===== src/rtl/faa_adder_if.sv =====
// Bus interface for faa_adder.
// Groups the operand/qualifier inputs and the registered result outputs.
//   master : drives in_valid, x, y, ci; observes s, co, out_valid (and ovf)
//   slave  : the adder; observes the operands and drives the results
// Optional macro FAA_OVF_EN adds the ovf signal (signed overflow flag).
interface faa_adder_if #(
  parameter int unsigned WIDTH = 4
);
  logic             in_valid;
  logic [WIDTH-1:0] x;
  logic [WIDTH-1:0] y;
  logic             ci;
  logic [WIDTH-1:0] s;
  logic             co;
  logic             out_valid;
`ifdef FAA_OVF_EN
  logic             ovf;
`endif

  modport master (
    output in_valid,
    output x,
    output y,
    output ci,
    input  s,
    input  co,
`ifdef FAA_OVF_EN
    input  ovf,
`endif
    input  out_valid
  );

  modport slave (
    input  in_valid,
    input  x,
    input  y,
    input  ci,
    output s,
    output co,
`ifdef FAA_OVF_EN
    output ovf,
`endif
    output out_valid
  );
endinterface


===== src/rtl/faa_adder.sv =====
// Registered WIDTH-bit ripple-carry adder built from 1-bit full-adder cells.
// {co, s} = x + y + ci, captured one clock after in_valid; results hold while
// in_valid is low, out_valid pulses once per accepted input.
// Ports:
//   clk    : rising-edge clock
//   rst_n  : asynchronous active-low reset
//   bus    : faa_adder_if.slave (in_valid, x, y, ci -> s, co, out_valid[, ovf])
// Optional macro FAA_OVF_EN adds the registered signed-overflow output ovf.

// 1-bit full-adder cell.
module faa_cell (
  input  logic a,
  input  logic b,
  input  logic cin,
  output logic sum,
  output logic cout
);
  assign sum  = a ^ b ^ cin;
  assign cout = (a & b) | (a & cin) | (b & cin);
endmodule

module faa_adder #(
  parameter int unsigned WIDTH = 4
) (
  input  logic         clk,
  input  logic         rst_n,
  faa_adder_if.slave   bus
);

  // carry[i] is the carry into cell i; carry[WIDTH] is the final carry-out.
  logic [WIDTH:0]   carry;
  logic [WIDTH-1:0] sum_w;

  assign carry[0] = bus.ci;

  for (genvar i = 0; i < WIDTH; i++) begin : g_cell
    faa_cell u_cell (
      .a    (bus.x[i]),
      .b    (bus.y[i]),
      .cin  (carry[i]),
      .sum  (sum_w[i]),
      .cout (carry[i+1])
    );
  end

  logic [WIDTH-1:0] s_q, s_d;
  logic             co_q, co_d;
  logic             vld_q, vld_d;

  // Operands are only looked at when qualified, so X/Z on idle inputs never
  // reaches the result registers.
  always_comb begin
    s_d   = s_q;
    co_d  = co_q;
    vld_d = 1'b0;
    if (bus.in_valid) begin
      s_d   = sum_w;
      co_d  = carry[WIDTH];
      vld_d = 1'b1;
    end
  end

  always_ff @(posedge clk or negedge rst_n) begin
    if (!rst_n) begin
      s_q   <= '0;
      co_q  <= 1'b0;
      vld_q <= 1'b0;
    end else begin
      s_q   <= s_d;
      co_q  <= co_d;
      vld_q <= vld_d;
    end
  end

  assign bus.s         = s_q;
  assign bus.co        = co_q;
  assign bus.out_valid = vld_q;

`ifdef FAA_OVF_EN
  logic ovf_q, ovf_d;

  // Two's-complement overflow: carry into the MSB differs from carry out.
  always_comb begin
    ovf_d = ovf_q;
    if (bus.in_valid) begin
      ovf_d = carry[WIDTH] ^ carry[WIDTH-1];
    end
  end

  always_ff @(posedge clk or negedge rst_n) begin
    if (!rst_n) begin
      ovf_q <= 1'b0;
    end else begin
      ovf_q <= ovf_d;
    end
  end

  assign bus.ovf = ovf_q;
`endif

endmodule


===== src/flat_wrapper.sv =====
// flat-port wrapper written by rule: the top's interface ports become plain ports
module faa_adder_flat 
#(
  parameter int unsigned WIDTH = 4
)
  (clk, rst_n, bus_in_valid, bus_x, bus_y, bus_ci, bus_s, bus_co, bus_out_valid);
  faa_adder_if #(.WIDTH(WIDTH)) bus_i ();
  input  logic clk;
  input  logic rst_n;
  input wire logic [$bits(bus_i.in_valid)-1:0] bus_in_valid;
  input wire logic [$bits(bus_i.x)-1:0] bus_x;
  input wire logic [$bits(bus_i.y)-1:0] bus_y;
  input wire logic [$bits(bus_i.ci)-1:0] bus_ci;
  output wire logic [$bits(bus_i.s)-1:0] bus_s;
  output wire logic [$bits(bus_i.co)-1:0] bus_co;
  output wire logic [$bits(bus_i.out_valid)-1:0] bus_out_valid;
  assign bus_i.in_valid = bus_in_valid;
  assign bus_i.x = bus_x;
  assign bus_i.y = bus_y;
  assign bus_i.ci = bus_ci;
  assign bus_s = bus_i.s;
  assign bus_co = bus_i.co;
  assign bus_out_valid = bus_i.out_valid;
  faa_adder #(.WIDTH(WIDTH)) u_core (.clk(clk), .rst_n(rst_n), .bus(bus_i));
endmodule

===== config.mk =====
export PLATFORM = sky130hd
export DESIGN_NAME = faa_adder_flat
export DESIGN_NICKNAME = d
export VERILOG_FILES = /design/src/rtl/faa_adder_if.sv /design/src/rtl/faa_adder.sv /design/src/flat_wrapper.sv
export SDC_FILE = /design/constraint.sdc
export NUM_CORES = 1
export LEC_CHECK = 0
export ABC_AREA = 0
export CAP_MARGIN = 5
export CORE_AREA = 4 4 41 43
export CTS_CLUSTER_DIAMETER = 200
export CTS_CLUSTER_SIZE = 16
export DETAILED_ROUTE_END_ITERATION = 10
export DIE_AREA = 0 0 45 47
export PLACE_DENSITY = 0.57
export SLEW_MARGIN = 25
export SYNTH_ARGS = -nofsm -noshare
export SYNTH_HDL_FRONTEND = slang
export SYNTH_SLANG_ARGS = --single-unit

===== constraint.sdc =====
create_clock -name clk -period 0.8 [get_ports clk]
set_input_delay 0.2 -clock clk [delete_from_list [all_inputs] [get_ports clk]]
set_output_delay 0.2 -clock clk [all_outputs]
set_load 0.05 [all_outputs]

==> summary.txt <==
Status
  • Status: complete, but fails checks
  • Failing checks: negative setup slack

Synth
  • Yosys synthesis warning count: 0
  • Asr flop ratio synth: 100%
  • Primary FF master, synth: dfrtp_1
  • Simple-gate area share of the yosys netlist: 1.12%
  • Yosys cell types: 8
  • EDFF count, synth: 0
  • Synth Area in Adders: a little under a quarter
  • Post-Syn Area: 334 sq um
  • Top post-synthesis cells by area: dfrtp_1, fa_1, inv_1
  • Area share of the largest cell type after synthesis: 44.9%
  • Seq cells post-synth: 6
  • Count leader, synth: inv_1
  • Post-synth top cells: inv_1, dfrtp_1, fa_1
  • Syn avg cell area: about 13 sq um
  • Synth Area in Compound Gates: under 10%
  • Mapped Nets: 42
  • Syn Inst Count: 26
  • Post-synthesis xor/xnor area fraction: 0%
  • Yosys top cell by area: dfrtp_1
  • Multiplexer share of the synthesized area: between 10% and 20%
  • Seq/Total Area, Yosys: about 45%
  • Largest family of logic cells by synthesized area: adder cells

Placement
  • IO buf count: 17
  • Final RePlAce weighted congestion: 0.649
  • Detailed placer's ending HPWL: 604 um

Critical path
  • CP cell instances: buf_8, clkinv_8, fa_2, inv_2, fa_2, fa_2, inv_2, fa_1, mux2i_1
  • CP Capture Type: flop
  • Worst EP required: 970 ps
  • WP data arrival: about 1800 ps
  • Top cell by count, worst path: fa_2
  • Critical Path Fanout Max: 1
  • Worst Path Buf+Inv: 4
  • Cell family with most CP delay: adder cells
  • CP Launch Type: primary input
  • Crit Path Category: primary input to flop
  • Crit-path max cell delay: 400 ps
  • Critical path's slowest cell: fa_1

Timing
  • Fin crit period: 1650 ps
  • Final hold vios: 0
  • Final Worst Setup Slack: -847 ps
  • # setup viols final: 11
  • Final Skew: 0 ps
  • Period utilization: 206%
  • Max-slew headroom: 82.5%
  • RSZ-0062 raised after global routing: true
  • Slew @ Worst Pin: 261 ps
  • Fmax achieved: 607 MHz
  • Slew Viols, Final: 0

Min path
  • Hold WC Path Type: primary input to asynchronous set/reset pin

Global routing
  • Global-route wire length before repair: 1.19 mm
  • Vias in the first global route: 297
  • Grt total ovfl: 0
  • Largest net degree at the start of global routing: 7
  • Tot GR Track Use: 9.03%
  • Initial antenna violation count: 0

Clocking
  • CTS root buf: clkbuf_4
  • Clk pin slew, worst setup/hold paths: roughly 50 ps
  • CTS tree: done
  • Clock Tree Buf Depth: 2
  • Worst-Skew Late Latency: 240 ps
  • Hold buffers post-CTS: 0
  • CTS Sinks: 6
  • H-tree levels: 1
  • TritonCTS buffer count: 3

Finish
  • NumNets Final: 68
  • # diodes: 0
  • Area grow syn2layout: 99.6%
  • Final core occ: 51.2%
  • Fillcell total: 127
  • Layout cell share with drive strength beyond 1: 60.8%

Job
  • Max_cap viols: 0

Detailed routing
  • Drt initial violations: 0
  • Per-cell routed wire length: 10.4 um
  • Vias: 256
  • Vias per Instance: 3.88
  • Final WL: approximately 690 um
  • DRT Pass-1 Iters: 1
  • Final ANT Viol Nets: 0
  • Residual DRC: 0

Die
  • Starting Density: 25.7%
  • DIE AREA: between 2000 and 2500 sq um
  • Chip width: roughly 45 um
  • CORE AREA: 1300 sq um
  • # rows: 13
  • Ports: 18
  • DIE HEIGHT: approximately 47 um

Pwr
  • VDD IR max: ~0.77 mV
  • Pwr/cell area: 2130 nW/um^2
  • Final Power: 1.42 mW
  • Pleak: ~0.32 nW
-- stage by stage --
step / worst slack [ps] / area [sq um] / TNS, ps / cells / hold slack (ps)
after global placement: -1520 / 607 / -6510 / 59 / 451
after detailed placement: -1560 / 607 / -6610 / 59 / 456
after global routing: -896 / 667 / -4320 / 66 / 186
final: -847 / 667 / -3970 / 66 / 183
after floorplan: -964 / 354 / -3280 / 26 / -95.6
after CTS: -922 / 652 / -4180 / 65 / 182
-- kinds of logic after synthesis --
family                   after synthesis
multiplexers                           4
AND/OR/NAND/NOR                        1
AO/OA/AOI/OAI                          1
flip-flops                             6
adder cells (fa/ha/maj)                4
buffers and inverters                 10
-- final timing paths --
| path | end | start | cells past startpoint | slack [ps] |
|---|---|---|---|---|
| min reg2reg | u_core.bus.s[1] | u_core.bus.s[1] | 1 | 560 |
| max | u_core.bus.s[3] | bus_ci | 9 | -850 |
| min | u_core.bus.s[1] | rst_n | 1 | 180 |
| max in group asynchronous | u_core.bus.co | rst_n | 1 | 380 |
| max reg2reg | u_core.bus.s[2] | u_core.bus.s[2] | 2 | -130 |
| min in group clk | u_core.bus.s[0] | bus_x[0] | 4 | 370 |
-- area by class of cell --
type / instances / area, sq um / share of cell area [%]
Timing Repair Buffer: 22 / 272 / 40.7
Sequential cell: 6 / 155 / 23.3
Multi-Input combinational cell: 10 / 146 / 22.0
Inverter: 9 / 48.8 / 7.32
Clock buffer: 4 / 26.3 / 3.94
Tap cell: 15 / 18.8 / 2.81
-- routing by layer --
layer  GRT usage, %  vias to the layer above  part of all wire, %
met5              0                        -                    0
met4           12.3                        0                  5.7
met3           2.68                        4                  9.0
met2           15.8                       14                   56
met1           6.82                      115                   30
li1               -                      123                    -
-- sequential cells by signal, summed over array words and instances, names as in the netlist --
signal                flops
u_core.bus.s              4
u_core.bus.co             1
u_core.bus.out_valid      1
-- placed cells by master, fill, tap and decap left out, drive strengths merged --
cell,count
a21oi,1
dlygate4sd2,3
clkinv,1
inv,8
clkdlybuf4s50,5
mux2,2
buf,14
clkbuf,4
mux2i,2
fa,4
dfrtp,6
nor2,1
-- what timing repair did --
action / in CTS / in global routing
setup buffers: 2 / 1
endpoints found under the hold margin: 0 / 0
setup endpoints to repair: 11 / 10
pin swaps: 4 / 4
gates resized for setup: 21 / 2
-- where the power goes --
group | total [mW] | switching [mW] | leakage, nW | internal, mW
Sequential | 0.426 | 0.0586 | 0.0655 | 0.367
Combinational | 0.683 | 0.307 | 0.239 | 0.376
Clock | 0.308 | 0.119 | 0.0150 | 0.189
No activity file was read; power rests on OpenSTA's default activity.
